<file path="src/rtl/neg_unit.sv">
// neg_unit: multi-cycle pass / negate / absolute-value unit.
// Each cycle it processes one CHUNK-bit slice of the operand, from the LSB
// slice upward, and carries the ripple carry from one slice to the next.
// Optional build macro NEG_UNIT_SAT_EN: an overflow result (negating the
// most-negative value) saturates to the maximum positive value instead of
// wrapping. ovf is raised in both builds.
module neg_unit #(
   parameter int WIDTH = 16,
   parameter int CHUNK = 4
) (
   input  logic             clk,
   input  logic             rst_n,
   input  logic             in_valid,
   output logic             in_ready,
   input  logic [WIDTH-1:0] a,
   input  logic [1:0]       mode,
   output logic             out_valid,
   input  logic             out_ready,
   output logic [WIDTH-1:0] c,
   output logic             ovf
);

   localparam int NCH = WIDTH / CHUNK;
   localparam int KW  = (NCH > 1) ? $clog2(NCH) : 1;
   localparam logic [WIDTH-1:0] MIN_NEG = {1'b1, {(WIDTH-1){1'b0}}};
`ifdef NEG_UNIT_SAT_EN
   localparam logic [WIDTH-1:0] MAX_POS = {1'b0, {(WIDTH-1){1'b1}}};
`endif

   typedef enum logic [1:0] {IDLE, BUSY, DONE} state_t;

   state_t           state, state_nxt;
   logic [WIDTH-1:0] a_q;      // latched operand
   logic [WIDTH-1:0] res_q;    // result register, drives c directly
   logic             inv_q;    // mode is reduced to a single invert flag at accept
   logic             carry_q;
   logic [KW-1:0]    k_q;      // current chunk index
   logic             ovf_q;

   logic             acc_inv;
   logic             last;
   logic             is_ovf;
   logic [CHUNK-1:0] a_ch;
   logic [CHUNK:0]   sum;

   // Slice arithmetic for the current chunk: the conditional one's
   // complement plus the carry gives two's-complement negation over all chunks.
   always_comb begin
      acc_inv = (mode == 2'b01) || ((mode == 2'b10) && a[WIDTH-1]);
      last    = (k_q == KW'(NCH-1));
      is_ovf  = inv_q && (a_q == MIN_NEG);
      a_ch    = a_q[k_q*CHUNK +: CHUNK];
      sum     = {1'b0, (inv_q ? ~a_ch : a_ch)} + {{CHUNK{1'b0}}, carry_q};
   end

   // State register; reset aborts any operation that is in flight.
   always_ff @(posedge clk or negedge rst_n) begin
      if (!rst_n) state <= IDLE;
      else        state <= state_nxt;
   end

   // Next-state logic. Leaving DONE always goes to IDLE, so an operand is
   // never accepted in the same cycle that a result is consumed.
   always_comb begin
      state_nxt = state;
      case (state)
         IDLE:    if (in_valid)  state_nxt = BUSY;
         BUSY:    if (last)      state_nxt = DONE;
         DONE:    if (out_ready) state_nxt = IDLE;
         default:                state_nxt = IDLE;
      endcase
   end

   // Datapath: capture at accept, then one chunk per cycle while BUSY.
   always_ff @(posedge clk or negedge rst_n) begin
      if (!rst_n) begin
         a_q     <= '0;
         res_q   <= '0;
         inv_q   <= 1'b0;
         carry_q <= 1'b0;
         k_q     <= '0;
         ovf_q   <= 1'b0;
      end else begin
         case (state)
            IDLE: if (in_valid) begin
               a_q     <= a;
               inv_q   <= acc_inv;
               carry_q <= acc_inv;
               k_q     <= '0;
               ovf_q   <= 1'b0;
            end
            BUSY: begin
               res_q[k_q*CHUNK +: CHUNK] <= sum[CHUNK-1:0];
               carry_q <= sum[CHUNK];
               k_q     <= last ? '0 : k_q + 1'b1;
               if (last) ovf_q <= is_ovf;
`ifdef NEG_UNIT_SAT_EN
               if (last && is_ovf) res_q <= MAX_POS;
`endif
            end
            default: ;
         endcase
      end
   end

   assign in_ready  = (state == IDLE);
   assign out_valid = (state == DONE);
   assign c         = res_q;
   assign ovf       = ovf_q;

endmodule

</file>
<file path="config.mk">
export PLATFORM = sky130hd
export DESIGN_NAME = neg_unit
export DESIGN_NICKNAME = d
export VERILOG_FILES = /design/src/rtl/neg_unit.sv
export SDC_FILE = /design/constraint.sdc
export NUM_CORES = 1
export LEC_CHECK = 0
export ABC_AREA = 1
export CORE_MARGIN = 3
export CORE_UTILIZATION = 43
export CTS_CLUSTER_DIAMETER = 40
export CTS_CLUSTER_SIZE = 24
export DETAILED_ROUTE_END_ITERATION = 16
export GPL_TIMING_DRIVEN = 0
export HOLD_SLACK_MARGIN = 0.08
export MAX_ROUTING_LAYER = met4
export PLACE_DENSITY_LB_ADDON = 0.2
export SETUP_SLACK_MARGIN = 0.1
export SKIP_CTS_REPAIR_TIMING = 1
export SYNTH_ARGS = -nofsm -noshare
export SYNTH_HDL_FRONTEND = slang
export SYNTH_SLANG_ARGS = --single-unit
</file>
<file path="constraint.sdc">
create_clock -name clk -period 5.75 [get_ports clk]
set_input_delay 1.15 -clock clk [delete_from_list [all_inputs] [get_ports clk]]
set_output_delay 1.15 -clock clk [all_outputs]
set_load 0.02 [all_outputs]
</file>
==> metrics.cfg, run 1 <==
[status]
outcome = completed

[power_and_ir_drop]
switchingPower_uw = 626.6
pwr-share-comb_pct = 52.5
power.static_leakage_nw = 1.214
switching_share_pct = 45.67
p_clk_share_pct = 13.0
peakVddDrop_mv = 0.2191
seqPwrFrac_pct = 34.5
totalPowerFinal_mw = 1.372
p_int_uw = 745.4
power_density_nw_per_um2 = 548.8

[routing]
first_iter_violations = 123
routedWlPerCell_um = 13.09
first_pass_iters = 4
drc = 0
vias = 1695
vias_per_cell = 5.152
antenna_left = 0
wirelength_mm = 4.307

[critical_path]
worstSetupPathType = reg -> out
start_kind = flop
critPathSlowestCell = clkdlybuf4s50_1
path_max_fanout = 4
critical_path.top_delay_family = buffers and inverters
critPathRequiredTime_ps = 4600
r2r_cells = 11
crit_start = state[0]
cp_cell_sequence = nor2_1 -> clkdlybuf4s50_1
end_kind = output port
critPathArrivalTime_ps = 1480
max_stage_delay_ps = 620
reg2reg_slack_ps = 3480
worstReg2RegEnd = c[6]
cp_num_buf_inv = 1
worstReg2RegStart = k_q[0]

[finish]
diodes = 0
syn2layout_area_growth_pct = 27.50
drive_gt1_share_pct = 10.04
multi_input_area_sq_um = 893.4
finalNetCount = 308
final_cell_mix = nand2_1, dfrtp_1, clkdlybuf4s50_1
nFillCells = 406
seqCellArea_sq_um = 975.9
fin_area_sq_um = 2500
finish.utilization_pct = 59.50
final_common_cell = nand2_1

[clock_tree]
cts_sinks = 39
clockBufferDepth = 2
cts_inserted_buffers = 5
htreeDepth = 2
clkLatencyLatePin_ps = 290
clkTransAtPathRegs_ps = 70
cts_tree = built
root_buffer = clkbuf_8

[sta]
final_hold_viol_count = 0
grt_setup_unrepaired = false
relSlewSlack_pct = 43.70
worst_pin_slew_ps = 844.5
final-max-slew-violation-count = 0
setup_viol = 0
setup_slack_ps = 3123
fin_skew_ps = 4.609
finalSetupTns_ps = 0
fmax_mhz = 380.6
finalCriticalPeriod_ps = 2627
min_period_over_period_pct = 45.69

[global_routing]
antenna_found_initial = 0
grtUsageTotal_pct = 18.18
grt_pass1_vias = 1573
grt_start_max_net_pins = 40
gr-total-overflow = 0
grt_pass1_wl_mm = 7.327

[floorplan]
coreArea_sq_um = 4202
io_pins = 41
die_h_um = 73.53
rows = 23
dieArea_sq_um = 5406
dieWidth_um = 73.53
initial_core_util_pct = 46.66

[placed_design]
gp_congestion = 0.9255
dpl-instance-area_sq_um = 2419
port_buffers = 40
dpl_worst_slack_ps = 3291
dpl.hpwl_mm = 3.210

[run]
drv_cap = 0

[worst_hold_path]
min_path_cells = 2
hold_class = reg -> reg
min_from = c[2]
holdPathEnd = c[2]

[synth]
synth_seq_cells = 39
yosysUniqueCellTypes = 32
syn_area_sq_um = 1961
avgSynthCellArea_sq_um = 8.488
yosysWarnings = 0
syn_inst = 231
synth_nets = 261
ys_seq_area_share_pct = 49.78

-- flip-flops by register name, indices dropped and copies added, names as in the netlist --
signal and count:
ovf 1, carry_q 1, k_q 2, c 16, a_q 16, inv_q 1, state 2
-- power by group through the flow --
stage	logic [mW]	registers, mW	clock network, mW
3_5_place_dp	0.720	0.477	0
5_1_grt	0.814	0.489	0.196
2_1_floorplan	0.466	0.497	0
3_3_place_gp	0.708	0.475	0
4_1_cts	0.723	0.473	0.184
6_report	0.721	0.473	0.179
-- Yosys cell counts --
| master | n | share of area, % |
|---|---|---|
| xor2_1 | 1 | 0.45 |
| nand3_2 | 2 | 1.0 |
| inv_1 | 9 | 1.7 |
| ha_1 | 8 | 5.1 |
| buf_2 | 3 | 0.77 |
| or2_1 | 1 | 0.32 |
| nand2_2 | 5 | 1.6 |
| clkbuf_1 | 1 | 0.19 |
| o21ai_0 | 6 | 1.5 |
| nor4b_1 | 1 | 0.45 |
| xor2_2 | 1 | 0.83 |
| inv_2 | 4 | 0.77 |
| nand4_2 | 1 | 0.64 |
| nor2_1 | 8 | 1.5 |
| o211ai_1 | 1 | 0.38 |
| dfrtp_1 | 39 | 50 |
| a22o_1 | 2 | 0.89 |
| nand2_1 | 92 | 18 |
| nor4_1 | 3 | 0.96 |
| a211o_1 | 1 | 0.45 |
| a32o_1 | 2 | 1.0 |
| or2_4 | 1 | 0.45 |
| nand3_1 | 15 | 3.8 |
| o21ai_1 | 10 | 2.6 |
| buf_6 | 1 | 0.57 |
| inv_6 | 1 | 0.45 |
| nor2_4 | 1 | 0.57 |
| a21oi_1 | 3 | 0.77 |
| nor4_2 | 1 | 0.64 |
| nand4_1 | 5 | 1.6 |
| clkinv_1 | 1 | 0.19 |
| o31ai_1 | 1 | 0.38 |
-- layer usage --
layer	track usage, %	wire (um)	vias to the layer above
li1	-	-	853
met1	25.50	2144	788
met2	25.30	1829	46
met3	4.514	263	8
met4	6.841	70	0
met5	-	0	-
-- cell type report --
| class | instances | area share (%) |
|---|---|---|
| flip-flops and latches | 39 | 39.04 |
| clock buffers | 7 | 3.053 |
| well taps | 50 | 2.503 |
| inverters | 15 | 2.452 |
| repair buffers | 40 | 15.82 |
| plain buffers | 5 | 1.201 |
| clock inverters | 1 | 0.2002 |
| multi-input cells | 172 | 35.74 |
-- cells by family after synthesis --
kind of cell	share of synthesized area (%)
buf+inv	4.658
xor+xnor	1.277
fa+ha+maj	5.106
flops	49.78
simple gates	31.21
compound gates	7.978
-- how the worst max path moves through the flow --
stage                to  cells after the start
2_1_floorplan      c[6]                     10
3_3_place_gp      c[11]                      1
3_5_place_dp    a_q[15]                      5
4_1_cts        in_ready                      2
5_1_grt        in_ready                      2
6_report       in_ready                      2
-- worst reg2reg max path, cell delays in order (launching register included) --
cell     delay [ps]
dfrtp_1         410
buf_6           180
buf_2           240
a21oi_1          80
o21ai_0         100
nand2_1         100
xor2_1          160
ha_1            230
ha_1            220
or2_4           270
nand4_2          90
o21ai_1          70
-- per-stage QoR --
step                hold slack [ps]  instances
floorplan                     462.4        231
global placement              466.3        321
detailed placement            463.6        321
CTS                           483.4        329
global route                  512.0        329
finish                        482.3        329
No activity file was read; power rests on OpenSTA's default activity.
==> run 2: changes to the inputs <==
==> constraint.sdc (replaced) <==
create_clock -name clk -period 2.2 [get_ports clk]
set_input_delay 0.44 -clock clk [delete_from_list [all_inputs] [get_ports clk]]
set_output_delay 0.44 -clock clk [all_outputs]
set_load 0.02 [all_outputs]
==> run 2 against run 1 <==
Global-route usage unchanged; highest routed layer unchanged; critical path depth up 8; largest power group unchanged; register-to-register slack worse by 3300 ps; wire length up 3.7%; power rose to 2.8 times the previous value; clock power rose to 2.6 times the previous value; non-clock buffer count up 6.
==> metrics.cfg, run 2 (synthesis gave the netlist of run 1 again) <==
[critical_path]
start_kind = flop  ; unchanged
end_kind = flop  ; was output port
critPathRequiredTime_ps = 2380  ; was 4600 ps
path_max_fanout = 10  ; was 4
worstSetupPathType = reg -> reg  ; was reg -> out
critPathArrivalTime_ps = 2220  ; was 1480 ps

[finish]
diodes = 0  ; unchanged
finalNetCount = 314  ; was 308
drive_gt1_share_pct = 15.09  ; was 10.04%
seqCellArea_sq_um = 977.2  ; was 975.9 sq um
multi_input_area_sq_um = 932.1  ; was 893.4 sq um
nFillCells = 392  ; was 406
finish.utilization_pct = 62.06  ; was 59.50%
final_cell_mix = nand2_1, clkdlybuf4s50_1, dfrtp_1  ; was nand2_1, dfrtp_1, clkdlybuf4s50_1
syn2layout_area_growth_pct = 32.99  ; was 27.50%
final_common_cell = nand2_1  ; unchanged

[run]
drv_cap = 0  ; unchanged

[clock_tree]
cts_inserted_buffers = 5  ; unchanged
clockBufferDepth = 2  ; unchanged
cts_tree = built  ; unchanged
htreeDepth = 2  ; unchanged
clkTransAtPathRegs_ps = 70  ; about the same
clkLatencyLatePin_ps = 290  ; about the same
root_buffer = clkbuf_8  ; unchanged
cts_sinks = 39  ; unchanged

[power_and_ir_drop]
seqPwrFrac_pct = 32.6  ; was 34.5%
peakVddDrop_mv = 0.6193  ; was 0.2191 mV
switchingPower_mw = 1.722  ; was 626.6 uW
p_clk_share_pct = 12.2  ; was 13.0%
pwr-share-comb_pct = 55.2  ; was 52.5%
power_density_nw_per_um2 = 1462  ; was 548.8 nW/um^2
switching_share_pct = 45.16  ; was 45.67%
p_int_mw = 2.091  ; was 745.4 uW
power.static_leakage_nw = 1.252  ; was 1.214 nW

[floorplan]
initial_core_util_pct = 46.66  ; unchanged
io_pins = 41  ; unchanged
coreArea_sq_um = 4202  ; unchanged
rows = 23  ; unchanged
dieWidth_um = 73.53  ; unchanged
die_h_um = 73.53  ; unchanged
dieArea_sq_um = 5406  ; unchanged

[sta]
final_hold_viol_count = 0  ; unchanged
worst_pin_slew_ps = 842.4  ; was 844.5 ps
relSlewSlack_pct = 43.84  ; was 43.70%
final-max-slew-violation-count = 0  ; unchanged
setup_viol = 0  ; unchanged
min_period_over_period_pct = 92.68
finalCriticalPeriod_ps = 2039
setup_slack_ps = 161.1  ; was 3123 ps
grt_setup_unrepaired = true  ; was false
fmax_mhz = 490.5
fin_skew_ps = 3.116  ; was 4.609 ps
whs_ps = 246.4  ; was 482.3 ps

[routing]
first_pass_iters = 4  ; unchanged
wirelength_mm = 4.467  ; was 4.307 mm
vias = 1718  ; was 1695
antenna_left = 0  ; unchanged
routedWlPerCell_um = 13.33  ; was 13.09 um
first_iter_violations = 118  ; was 123
vias_per_cell = 5.128  ; was 5.152
drc = 0  ; unchanged

[global_routing]
gr-total-overflow = 0  ; unchanged
grt_pass1_wl_mm = 7.327  ; unchanged
antenna_found_initial = 0  ; unchanged
grt_pass1_vias = 1573  ; unchanged
grt_start_max_net_pins = 40  ; unchanged
grtUsageTotal_pct = 18.18  ; unchanged

[placed_design]
port_buffers = 40  ; unchanged
dpl_worst_slack_ps = -43.22  ; was 3291 ps
dpl.hpwl_mm = 3.210  ; unchanged
gp_congestion = 0.9255  ; unchanged

[status]
outcome = completed  ; unchanged

[worst_hold_path]
hold_class = in -> async  ; was reg -> reg

-- run 2: cell count changes in the layout (fill, tap and decap cells not counted), moves of 2 or more --
cell,delta
o21ai_2,+2
ha_2,+2
buf_4,+5
o21ai_0,-2
ha_1,-2
-- run 2: path summary, 6_finish.rpt --
check                      startpoint      end  slack, ps  depth (start not counted)
min                             rst_n  a_q[12]        250                          1
min reg2reg                      c[2]     c[2]        480                          2
max in group asynchronous       rst_n   k_q[1]       1380                          1
max                            k_q[0]    c[14]        160                         10
min in group clk                 c[2]     c[2]        480                          2
max reg2reg                    k_q[0]    c[14]        160                         10
-- run 2: area by class of cell --
type	count	share of cell area, %
buffer	5	1.536
clock buffer	7	2.927
inverter	15	2.351
multi-input combinational	172	35.75
timing repair buffer	46	17.37
clock inverter	1	0.1919
tap	50	2.399
sequential	39	37.48
-- run 2: through the flow --
step	total power, mW	area [sq um]	setup TNS [ps]	cells
5_1_grt	4.152	2608	0	335
3_3_place_gp	3.092	2424	-9916	321
4_1_cts	3.608	2500	-221.3	329
3_5_place_dp	3.127	2419	-98.69	321
2_1_floorplan	2.517	1961	0	231
6_report	3.813	2608	0	335
-- run 2: per-layer routing --
layer	vias up	wire (um)	track usage, %
li1	866	-	-
met1	796	2177	25.50
met2	48	1951	25.30
met3	8	268	4.514
met4	0	70	6.841
met5	-	0	-
-- run 2: worst max-delay path: stages (launching register included) --
cell and delay, ps:
dfrtp_1 420, buf_6 150, buf_8 140, o21ai_2 160, nand2_2 80, xor2_2 150
ha_2 210, ha_2 180, or2_4 260, nand4_2 100, o21ai_1 70
-- run 2: power by group through the flow --
| stage | Combinational, mW | Sequential, mW | Clock, mW |
|---|---|---|---|
| 2_1_floorplan | 1.22 | 1.30 | 0 |
| 3_3_place_gp | 1.85 | 1.24 | 0 |
| 3_5_place_dp | 1.88 | 1.25 | 0 |
| 4_1_cts | 1.89 | 1.24 | 0.482 |
| 5_1_grt | 2.35 | 1.28 | 0.514 |
| 6_report | 2.10 | 1.24 | 0.466 |
==> run 3: changes to the inputs <==
--- a/config.mk
+++ b/config.mk
@@ -11,7 +11,6 @@
 export CTS_CLUSTER_DIAMETER = 40
 export CTS_CLUSTER_SIZE = 24
 export DETAILED_ROUTE_END_ITERATION = 16
-export GPL_TIMING_DRIVEN = 0
 export HOLD_SLACK_MARGIN = 0.08
 export MAX_ROUTING_LAYER = met4
 export PLACE_DENSITY_LB_ADDON = 0.2
==> run 3 against run 2 <==
Worst hold slack improved by 240 ps; critical path depth fell by 8; via count fell by 0.23%; sequential share of layout area rose by 0.97 points; count of clock-buffer cells in the layout fell by 1; utilization fell by 1.6 points; wire length rose by 3.1%; highest routed layer unchanged; first-iteration DRC count fell by 34%.
==> metrics.cfg, run 3 (synthesis gave the netlist of run 1 again) <==
[status]
outcome = completed  ; unchanged

[power_and_ir_drop]
power.static_leakage_nw = 1.235  ; was 1.252 nW
peakVddDrop_mv = 0.7234  ; was 0.6193 mV
totalPowerFinal_mw = 3.684  ; was 3.813 mW
power_density_nw_per_um2 = 1451  ; was 1462 nW/um^2

[critical_path]
worstSetupPathType = reg -> out  ; was reg -> reg
path_max_fanout = 4  ; was 10
end_kind = output port  ; was flop
critPathRequiredTime_ps = 1760  ; was 2380 ps
critPathArrivalTime_ps = 1480  ; was 2220 ps
start_kind = flop  ; unchanged

[global_routing]
grt_start_max_net_pins = 22  ; was 40
antenna_found_initial = 0  ; unchanged
grt_pass1_wl_mm = 7.886  ; was 7.327 mm
gr-total-overflow = 0  ; unchanged
grtUsageTotal_pct = 19.53  ; was 18.18%
grt_pass1_vias = 1681  ; was 1573

[floorplan]
dieArea_sq_um = 5406  ; unchanged
rows = 23  ; unchanged
io_pins = 41  ; unchanged
initial_core_util_pct = 46.66  ; unchanged
coreArea_sq_um = 4202  ; unchanged
dieWidth_um = 73.53  ; unchanged
die_h_um = 73.53  ; unchanged

[worst_hold_path]
hold_class = reg -> reg  ; was in -> async

[clock_tree]
clockBufferDepth = 2  ; unchanged
htreeDepth = 2  ; unchanged
cts_inserted_buffers = 5  ; unchanged
clkTransAtPathRegs_ps = 70  ; about the same
cts_tree = built  ; unchanged
cts_sinks = 39  ; unchanged
clkLatencyLatePin_ps = 300  ; was 290 ps
root_buffer = clkbuf_8  ; unchanged

[placed_design]
port_buffers = 40  ; unchanged
dpl.hpwl_mm = 3.475  ; was 3.210 mm
gp_congestion = 0.8492  ; was 0.9255
dpl_worst_slack_ps = 331.4  ; was -43.22 ps

[routing]
first_pass_iters = 6  ; was 4
vias = 1714  ; was 1718
first_iter_violations = 78  ; was 118
drc = 0  ; unchanged
routedWlPerCell_um = 13.91  ; was 13.33 um
antenna_left = 0  ; unchanged
vias_per_cell = 5.178  ; was 5.128
wirelength_mm = 4.605  ; was 4.467 mm

[sta]
final_hold_viol_count = 0  ; unchanged
setup_viol = 0  ; unchanged
finalCriticalPeriod_ps = 1920  ; was 2039 ps
fmax_mhz = 520.9  ; was 490.5 MHz
finalSetupTns_ps = 0  ; unchanged
grt_setup_unrepaired = false  ; was true
worst_pin_slew_ps = 393.8  ; was 842.4 ps
final-max-slew-violation-count = 0  ; unchanged
min_period_over_period_pct = 87.25  ; was 92.68%
fin_skew_ps = 7.462  ; was 3.116 ps
relSlewSlack_pct = 73.53  ; was 43.84%
setup_slack_ps = 280.4  ; was 161.1 ps

[finish]
final_cell_mix = nand2_1, dfrtp_1, clkdlybuf4s50_1  ; was nand2_1, clkdlybuf4s50_1, dfrtp_1
finalNetCount = 311  ; was 314
finish.utilization_pct = 60.42  ; was 62.06%
diodes = 0  ; unchanged
syn2layout_area_growth_pct = 29.48  ; was 32.99%
final_common_cell = nand2_1  ; unchanged
nFillCells = 383  ; was 392
drive_gt1_share_pct = 11.39  ; was 15.09%

[run]
drv_cap = 0  ; unchanged

[run 3: changes by cell type in the layout (fill, tap and decap cells not counted), moves of 2 or more]
cell | previous run | this run
o21ai_2 | 2 | 0
buf_4 | 5 | 7
o21ai_0 | 4 | 6
clkbuf_1 | 3 | 0
ha_2 | 2 | 0
ha_1 | 6 | 8
buf_2 | 3 | 1
[run 3: report_power, final]
group	switching (mW)	internal, mW
registers	0.233	0.998
logic	1.21	0.760
clock network	0.241	0.246
[run 3: critical path: stages, from the launching register on]
cell             delay [ps]
dfrtp_1                 410
nor2_1                  150
clkdlybuf4s50_1         620
[run 3: path summary, 6_finish.rpt]
path,start,endpoint,slack (ps),cells after the start
worst max-delay path,state[0],in_ready,280,2
worst min-delay path,c[15],c[15],490,2
worst max register to register,k_q[1],c[10],320,10
worst min register to register,c[15],c[15],490,2
max in group asynchronous,rst_n,a_q[0],1160,3
min in group asynchronous,rst_n,c[7],550,2
[run 3: final cells by class]
class	instances	area, sq um	area share (%)
flip-flops and latches	39	975.9	38.44
multi-input cells	172	893.4	35.19
inverters	15	61.31	2.415
clock inverters	1	5.005	0.1971
well taps	50	62.56	2.464
clock buffers	6	82.58	3.253
repair buffers	48	457.9	18.04
[run 3: stage by stage]
step / area, sq um / cells / hold slack [ps]
4_1_cts: 2529 / 330 / 31.16
6_report: 2539 / 331 / 485.9
5_1_grt: 2539 / 331 / 508.1
2_1_floorplan: 1961 / 231 / 144.4
3_5_place_dp: 2441 / 323 / 344.5
3_3_place_gp: 2441 / 323 / 342.3
[run 3: metal layers]
layer,vias up,routed length (um),global-route usage (%),share of wire (%)
li1,852,-,-,-
met1,809,2174,25.94,47
met2,42,2105,29.33,46
met3,11,227,5.062,4.9
met4,0,97,6.036,2.1
met5,-,0,-,0
